File: config.mk
export PLATFORM = sky130hd
export DESIGN_NAME = iir_cfg_ctrl_flat
export DESIGN_NICKNAME = d
export VERILOG_FILES = /design/src/rtl/iir_cfg_ctrl_if.sv /design/src/rtl/iir_cfg_ctrl.sv /design/src/flat_wrapper.sv
export SDC_FILE = /design/constraint.sdc
export NUM_CORES = 1
export LEC_CHECK = 0
export ABC_AREA = 1
export CORE_MARGIN = 10
export CORE_UTILIZATION = 30
export DETAILED_ROUTE_END_ITERATION = 8
export PLACE_DENSITY = 0.61
export SYNTH_ARGS = -nofsm -noshare
export SYNTH_HDL_FRONTEND = slang
export SYNTH_SLANG_ARGS = --single-unit
File: constraint.sdc
create_clock -name clk -period 1.8 [get_ports clk]
set_input_delay 0.27 -clock clk [delete_from_list [all_inputs] [get_ports clk]]
set_output_delay 0.27 -clock clk [all_outputs]
set_load 0.1 [all_outputs]
File: src/rtl/iir_cfg_ctrl_if.sv
// ---------------------------------------------------------------------------
// iir_cfg_ctrl_if
// Bundles the sample stream, the filter-side outputs and the coefficient
// configuration bus of iir_cfg_ctrl into one interface.
//   master : upstream/config side (drives s_vld, s_data, cfg_*)
//   slave  : the controller (drives s_rdy, f_*, cfg_busy, cfg_err,
//            commit_done)
// Parameter NB is the sample/coefficient word width.
// ---------------------------------------------------------------------------
interface iir_cfg_ctrl_if #(
    parameter int NB = 12
);
    logic            s_vld;
    logic [NB-1:0]   s_data;
    logic            s_rdy;
    logic            f_vIn;
    logic [NB-1:0]   f_dIn;
    logic [3*NB-1:0] f_b;
    logic [2*NB-1:0] f_a;
    logic            cfg_we;
    logic [2:0]      cfg_addr;
    logic [NB-1:0]   cfg_data;
    logic            cfg_commit;
    logic            cfg_busy;
    logic            cfg_err;
    logic            commit_done;

    modport master (
        output s_vld, s_data, cfg_we, cfg_addr, cfg_data, cfg_commit,
        input  s_rdy, f_vIn, f_dIn, f_b, f_a, cfg_busy, cfg_err, commit_done
    );

    modport slave (
        input  s_vld, s_data, cfg_we, cfg_addr, cfg_data, cfg_commit,
        output s_rdy, f_vIn, f_dIn, f_b, f_a, cfg_busy, cfg_err, commit_done
    );
endinterface

File: src/rtl/iir_cfg_ctrl.sv
// ---------------------------------------------------------------------------
// iir_cfg_ctrl
// Configuration and sequencing controller in front of iir_filter. Samples
// pass to the filter through one register stage. Coefficients are written
// into a shadow bank; a commit stalls the upstream source, drains the LAT
// samples still inside the filter, then copies shadow into the active bank
// in one cycle so the filter never sees a half-updated coefficient set.
// Ports:
//   clk   : clock, rising edge
//   rst_n : synchronous active-low reset
//   bus   : iir_cfg_ctrl_if.slave (sample stream, filter outputs, cfg bus)
// Parameters: NB word width, LAT filter depth / drain length, CW counter
// width (2^CW > LAT).
// ---------------------------------------------------------------------------
module iir_cfg_ctrl #(
    parameter int NB  = 12,
    parameter int LAT = 4,
    parameter int CW  = 4
) (
    input  logic            clk,
    input  logic            rst_n,
    iir_cfg_ctrl_if.slave   bus
);

    typedef enum logic [1:0] {
        IDLE  = 2'd0,
        DRAIN = 2'd1,
        SWAP  = 2'd2
    } state_t;

    // LAT=0 still gets one drain cycle, so the load value saturates at 0.
    localparam logic [CW-1:0] DRAIN_LOAD = (LAT > 1) ? CW'(LAT - 1) : '0;

    state_t            state;
    state_t            state_next;
    logic [CW-1:0]     cnt;
    logic [CW-1:0]     cnt_next;
    logic [4:0][NB-1:0] shadow;
    logic [4:0][NB-1:0] active;
    logic              s_rdy;
    logic              shadow_we;
    logic              err_next;
    logic              swap;
    logic              f_vld_q;
    logic [NB-1:0]     f_data_q;
    logic              err_q;
    logic              done_q;

    // Next-state and decoded outputs. Any config access outside IDLE is
    // rejected; write and commit errors in the same cycle merge into one
    // pulse because they share err_next.
    always_comb begin
        state_next = state;
        cnt_next   = cnt;
        s_rdy      = 1'b0;
        shadow_we  = 1'b0;
        err_next   = 1'b0;
        swap       = 1'b0;
        case (state)
            IDLE: begin
                s_rdy = 1'b1;
                if (bus.cfg_we) begin
                    if (bus.cfg_addr <= 3'd4) begin
                        shadow_we = 1'b1;
                    end else begin
                        err_next = 1'b1;
                    end
                end
                if (bus.cfg_commit) begin
                    state_next = DRAIN;
                    cnt_next   = DRAIN_LOAD;
                end
            end
            DRAIN: begin
                err_next = bus.cfg_we | bus.cfg_commit;
                if (cnt == '0) begin
                    state_next = SWAP;
                end else begin
                    cnt_next = cnt - CW'(1);
                end
            end
            SWAP: begin
                err_next   = bus.cfg_we | bus.cfg_commit;
                swap       = 1'b1;
                state_next = IDLE;
            end
            default: begin
                state_next = IDLE;
            end
        endcase
    end

    // State register and drain counter.
    always_ff @(posedge clk) begin
        if (!rst_n) begin
            state <= IDLE;
            cnt   <= '0;
        end else begin
            state <= state_next;
            cnt   <= cnt_next;
        end
    end

    // Sample stage: valid is registered every cycle, data only loads on a
    // transfer so it holds the last forwarded sample otherwise.
    always_ff @(posedge clk) begin
        if (!rst_n) begin
            f_vld_q  <= 1'b0;
            f_data_q <= '0;
        end else begin
            f_vld_q <= bus.s_vld & s_rdy;
            if (bus.s_vld && s_rdy) begin
                f_data_q <= bus.s_data;
            end
        end
    end

    // Coefficient banks plus the one-cycle status pulses. commit_done is
    // registered off SWAP so it lines up with the new active bank.
    always_ff @(posedge clk) begin
        if (!rst_n) begin
            shadow <= '0;
            active <= '0;
            err_q  <= 1'b0;
            done_q <= 1'b0;
        end else begin
            err_q  <= err_next;
            done_q <= swap;
            if (shadow_we) begin
                case (bus.cfg_addr)
                    3'd0:    shadow[0] <= bus.cfg_data;
                    3'd1:    shadow[1] <= bus.cfg_data;
                    3'd2:    shadow[2] <= bus.cfg_data;
                    3'd3:    shadow[3] <= bus.cfg_data;
                    3'd4:    shadow[4] <= bus.cfg_data;
                    default: ;
                endcase
            end
            if (swap) begin
                active <= shadow;
            end
        end
    end

    assign bus.s_rdy       = s_rdy;
    assign bus.cfg_busy    = (state != IDLE);
    assign bus.f_vIn       = f_vld_q;
    assign bus.f_dIn       = f_data_q;
    assign bus.f_b         = {active[2], active[1], active[0]};
    assign bus.f_a         = {active[4], active[3]};
    assign bus.cfg_err     = err_q;
    assign bus.commit_done = done_q;

endmodule
File: src/flat_wrapper.sv
// flat-port wrapper written by rule: the top's interface ports become plain ports
module iir_cfg_ctrl_flat 
#(
    parameter int NB  = 12,
    parameter int LAT = 4,
    parameter int CW  = 4
)
  (clk, rst_n, bus_s_vld, bus_s_data, bus_cfg_we, bus_cfg_addr, bus_cfg_data, bus_cfg_commit, bus_s_rdy, bus_f_vIn, bus_f_dIn, bus_f_b, bus_f_a, bus_cfg_busy, bus_cfg_err, bus_commit_done);
  iir_cfg_ctrl_if #(.NB(NB)) bus_i ();
  input  logic clk;
  input  logic rst_n;
  input wire logic [$bits(bus_i.s_vld)-1:0] bus_s_vld;
  input wire logic [$bits(bus_i.s_data)-1:0] bus_s_data;
  input wire logic [$bits(bus_i.cfg_we)-1:0] bus_cfg_we;
  input wire logic [$bits(bus_i.cfg_addr)-1:0] bus_cfg_addr;
  input wire logic [$bits(bus_i.cfg_data)-1:0] bus_cfg_data;
  input wire logic [$bits(bus_i.cfg_commit)-1:0] bus_cfg_commit;
  output wire logic [$bits(bus_i.s_rdy)-1:0] bus_s_rdy;
  output wire logic [$bits(bus_i.f_vIn)-1:0] bus_f_vIn;
  output wire logic [$bits(bus_i.f_dIn)-1:0] bus_f_dIn;
  output wire logic [$bits(bus_i.f_b)-1:0] bus_f_b;
  output wire logic [$bits(bus_i.f_a)-1:0] bus_f_a;
  output wire logic [$bits(bus_i.cfg_busy)-1:0] bus_cfg_busy;
  output wire logic [$bits(bus_i.cfg_err)-1:0] bus_cfg_err;
  output wire logic [$bits(bus_i.commit_done)-1:0] bus_commit_done;
  assign bus_i.s_vld = bus_s_vld;
  assign bus_i.s_data = bus_s_data;
  assign bus_i.cfg_we = bus_cfg_we;
  assign bus_i.cfg_addr = bus_cfg_addr;
  assign bus_i.cfg_data = bus_cfg_data;
  assign bus_i.cfg_commit = bus_cfg_commit;
  assign bus_s_rdy = bus_i.s_rdy;
  assign bus_f_vIn = bus_i.f_vIn;
  assign bus_f_dIn = bus_i.f_dIn;
  assign bus_f_b = bus_i.f_b;
  assign bus_f_a = bus_i.f_a;
  assign bus_cfg_busy = bus_i.cfg_busy;
  assign bus_cfg_err = bus_i.cfg_err;
  assign bus_commit_done = bus_i.commit_done;
  iir_cfg_ctrl #(.NB(NB), .LAT(LAT), .CW(CW)) u_core (.clk(clk), .rst_n(rst_n), .bus(bus_i));
endmodule
==> flow_metrics.py, run 1 <==
metrics = {
    "logic_synthesis": {
        "synthDistinctLibCells": 23,
        "syn-num-nets": 699,
        "syn-instance-count": 660,
        "yosysSeqAreaShare": 0.551,
        "synth.avg_cell_area_sq_um": 7.77,
        "ys_ff_latch": 141,
        "ys.warnings.count": 0,
        "syn_area_sq_um": 5120,
    },
    "die": {
        "die_area_sq_um": 22700,
        "die_h_microns": 151,
        "start_util": 0.308,
        "die_width_microns": 151,
        "io-pin-count": 109,
        "core_sq_um": 16600,
        "row_count": 47,
    },
    "hold_path": {
        "min_from": "rst_n",
        "holdPathEnd": "u_core.bus.f_dIn[10]",
        "hold_path_class": "in -> reg",
        "hold_depth": 3,
    },
    "cts": {
        "clock_sinks": 141,
        "cts.clk_slew.worst_paths_ps": 60,
        "max-clock-path-buffers": 2,
        "cts-root-buf": "clkbuf_16",
        "ctsHoldBuffers": 0,
        "numCtsBuffers": 17,
        "cts_tree": "built",
        "cts_max_level": 4,
        "post_cts_resized": 0,
        "insertion_delay_ps": 420,
        "cts_setup_buffers": 0,
    },
    "global_route": {
        "grt_pass1_wl_microns": 22500,
        "grt_use_total": 0.126,
        "antenna_found_initial": 1,
        "grt_max_degree": 99,
        "grt_overflow_total": 0,
        "grt_pass1_vias": 4137,
    },
    "drt": {
        "ant_nets": 0,
        "avgViaCountPerCell": 4.42,
        "wire_per_inst_microns": 14.3,
        "dr.pass1.iters": 4,
        "initialDrtViolationCount": 407,
        "wl_microns": 14100,
        "num_vias": 4378,
        "drcViolationCount": 0,
    },
    "job": {
        "cap_viol_max_count": 0,
    },
    "sta": {
        "setup_viol_count_final": 0,
        "final-hold-violation-count": 0,
        "post-route-period-util": 0.951,
        "finalMaxSlewViolations": 0,
        "fmax_ghz": 0.584,
        "rsz0062_at_grt": "yes",
        "skew_ps": 7.85,
        "maxSlewHeadroom": 0.696,
        "worst_pin_slew_ps": 455,
        "setup_slack_ps": 87.9,
        "fin_crit_ps": 1710,
        "timing.setup.tns_ps": 0,
    },
    "layout": {
        "layout.nets": 796,
        "final_common_cell": "nor2_1",
        "fin_area_sq_um": 7220,
        "final_cell_mix": "250 x nor2_1, 141 x dfxtp_1, 100 x o21ai_0, 55 x buf_4, 34 x nand2_1",
        "syn2layout_area_growth_pct": 40.9,
        "drive_gt1_frac": 0.175,
    },
    "place": {
        "gp_congestion": 0.731,
        "port-buffer-count": 108,
        "dpl.hpwl_microns": 9570,
        "place_area_sq_um": 6590,
        "dp_slack_ps": 38.1,
    },
    "critical_path": {
        "cp_max_fo": 13,
        "r2r-end": "u_core.shadow[1]",
        "worstSetupStartpointType": "flop",
        "worst_ep_arrival_time_ps": 2060,
        "end_kind": "flop",
        "crit_type": "reg -> reg",
        "r2r-start": "u_core.state[0]",
        "r2r_slack_ps": 90,
        "cp.required_ps": 2150,
        "r2r_cells": 8,
    },
    "power_and_ir_drop": {
        "ir_drop_v": 0.000838,
        "power_per_cell_area_nw_per_um2": 1910,
        "finalPower_mw": 13.8,
        "p_leak_nw": 3.12,
    },
    "status": {
        "outcome": "completed",
    },
}
==> metal layers <==
layer	up-vias	track usage	part of all wire	wire length, microns
met4	0	0.0587	0.024	343
met2	92	0.198	0.47	6580
met5	-	0	0	0
li1	2315	-	-	-
met3	23	0.0405	0.055	772
met1	1948	0.154	0.46	6440
==> cells by family (layout without fill, tap and decap cells) <==
group | after synthesis | count (layout) | share of synthesized area
buffers and inverters | 62 | 172 | 0.0561
AOI/OAI and AO/OA | 137 | 137 | 0.134
DFF | 141 | 141 | 0.551
other | 0 | 1 | 0
adders and majority gates | 7 | 7 | 0.0171
and+or+nand+nor | 313 | 313 | 0.242
==> report_power, final <==
group          internal (mW)  total, mW  leakage [nW]  switching (mW)
Clock                   2.23       3.60         0.291            1.37
Sequential              3.68       4.07          1.15           0.385
Combinational           1.65       6.16          1.68            4.51
Total                   7.56       13.8          3.12            6.26
==> Yosys cell counts, drive strengths merged <==
cell type / count / area [sq um]
clkinv: 1 / 3.75
nand2: 37 / 146
a21oi: 15 / 75.1
o21ai: 121 / 606
nand3: 19 / 105
buf: 13 / 100
or2: 1 / 6.26
inv: 20 / 75.1
ha: 7 / 87.6
dfxtp: 141 / 2820
nand4: 3 / 18.8
a211oi: 1 / 7.51
nor2: 253 / 962
clkbuf: 28 / 109
==> worst max-delay path: stages (launching register included) <==
cell and delay, ps:
dfxtp_1 340, inv_1 150, ha_4 220, nand2_2 110
nor2_4 200, nand2_2 210, inv_2 240, nor2_1 60
nor2_1 110
==> through the flow <==
stage	std cells	hold slack [ps]	utilization
floorplan	660	416	-
global placement	958	453	0.396
detailed placement	958	458	0.396
CTS	990	227	0.432
global route	991	256	0.434
finish	991	248	0.434
==> worst max-delay path by stage <==
stage	from	to	slack, ps	depth (start not counted)
floorplan	u_core.state[0]	u_core.state[0]	40	6
global placement	bus_cfg_we	u_core.shadow[21]	100	7
detailed placement	bus_cfg_we	u_core.shadow[21]	40	7
CTS	u_core.state[0]	bus_cfg_busy	60	4
global route	u_core.state[0]	u_core.shadow[1]	-40	8
finish	u_core.state[0]	u_core.shadow[1]	90	8
==> flip-flops by register name, summed over array words and instances (netlist names) <==
register and count:
u_core.shadow 60, u_core.bus.f_b 36, u_core.bus.f_a 24, u_core.bus.f_dIn 12
u_core.cnt 4, u_core.state 2, u_core.bus.cfg_err 1, u_core.bus.commit_done 1
u_core.bus.f_vIn 1
==> final cells by class <==
class	instances	area [sq um]
Inverter	21	90.1
Timing Repair Buffer	119	1380
Clock buffer	20	447
Antenna cell	1	2.50
Tap cell	220	275
Fill cell	1662	9420
Sequential cell	141	2820
Clock inverter	12	159
Multi-Input combinational cell	457	2040
(Power assumes the default switching activity.)
==> inputs of run 2 (changes only) <==
--- a/config.mk
+++ b/config.mk
@@ -8,6 +8,7 @@
 export ABC_AREA = 1
 export CORE_MARGIN = 10
 export CORE_UTILIZATION = 30
+export CTS_CLUSTER_SIZE = 20
 export DETAILED_ROUTE_END_ITERATION = 8
 export PLACE_DENSITY = 0.61
 export SYNTH_ARGS = -nofsm -noshare
==> results of run 2 <==
The final DEF is identical to that of run 1; final timing and power are the same.
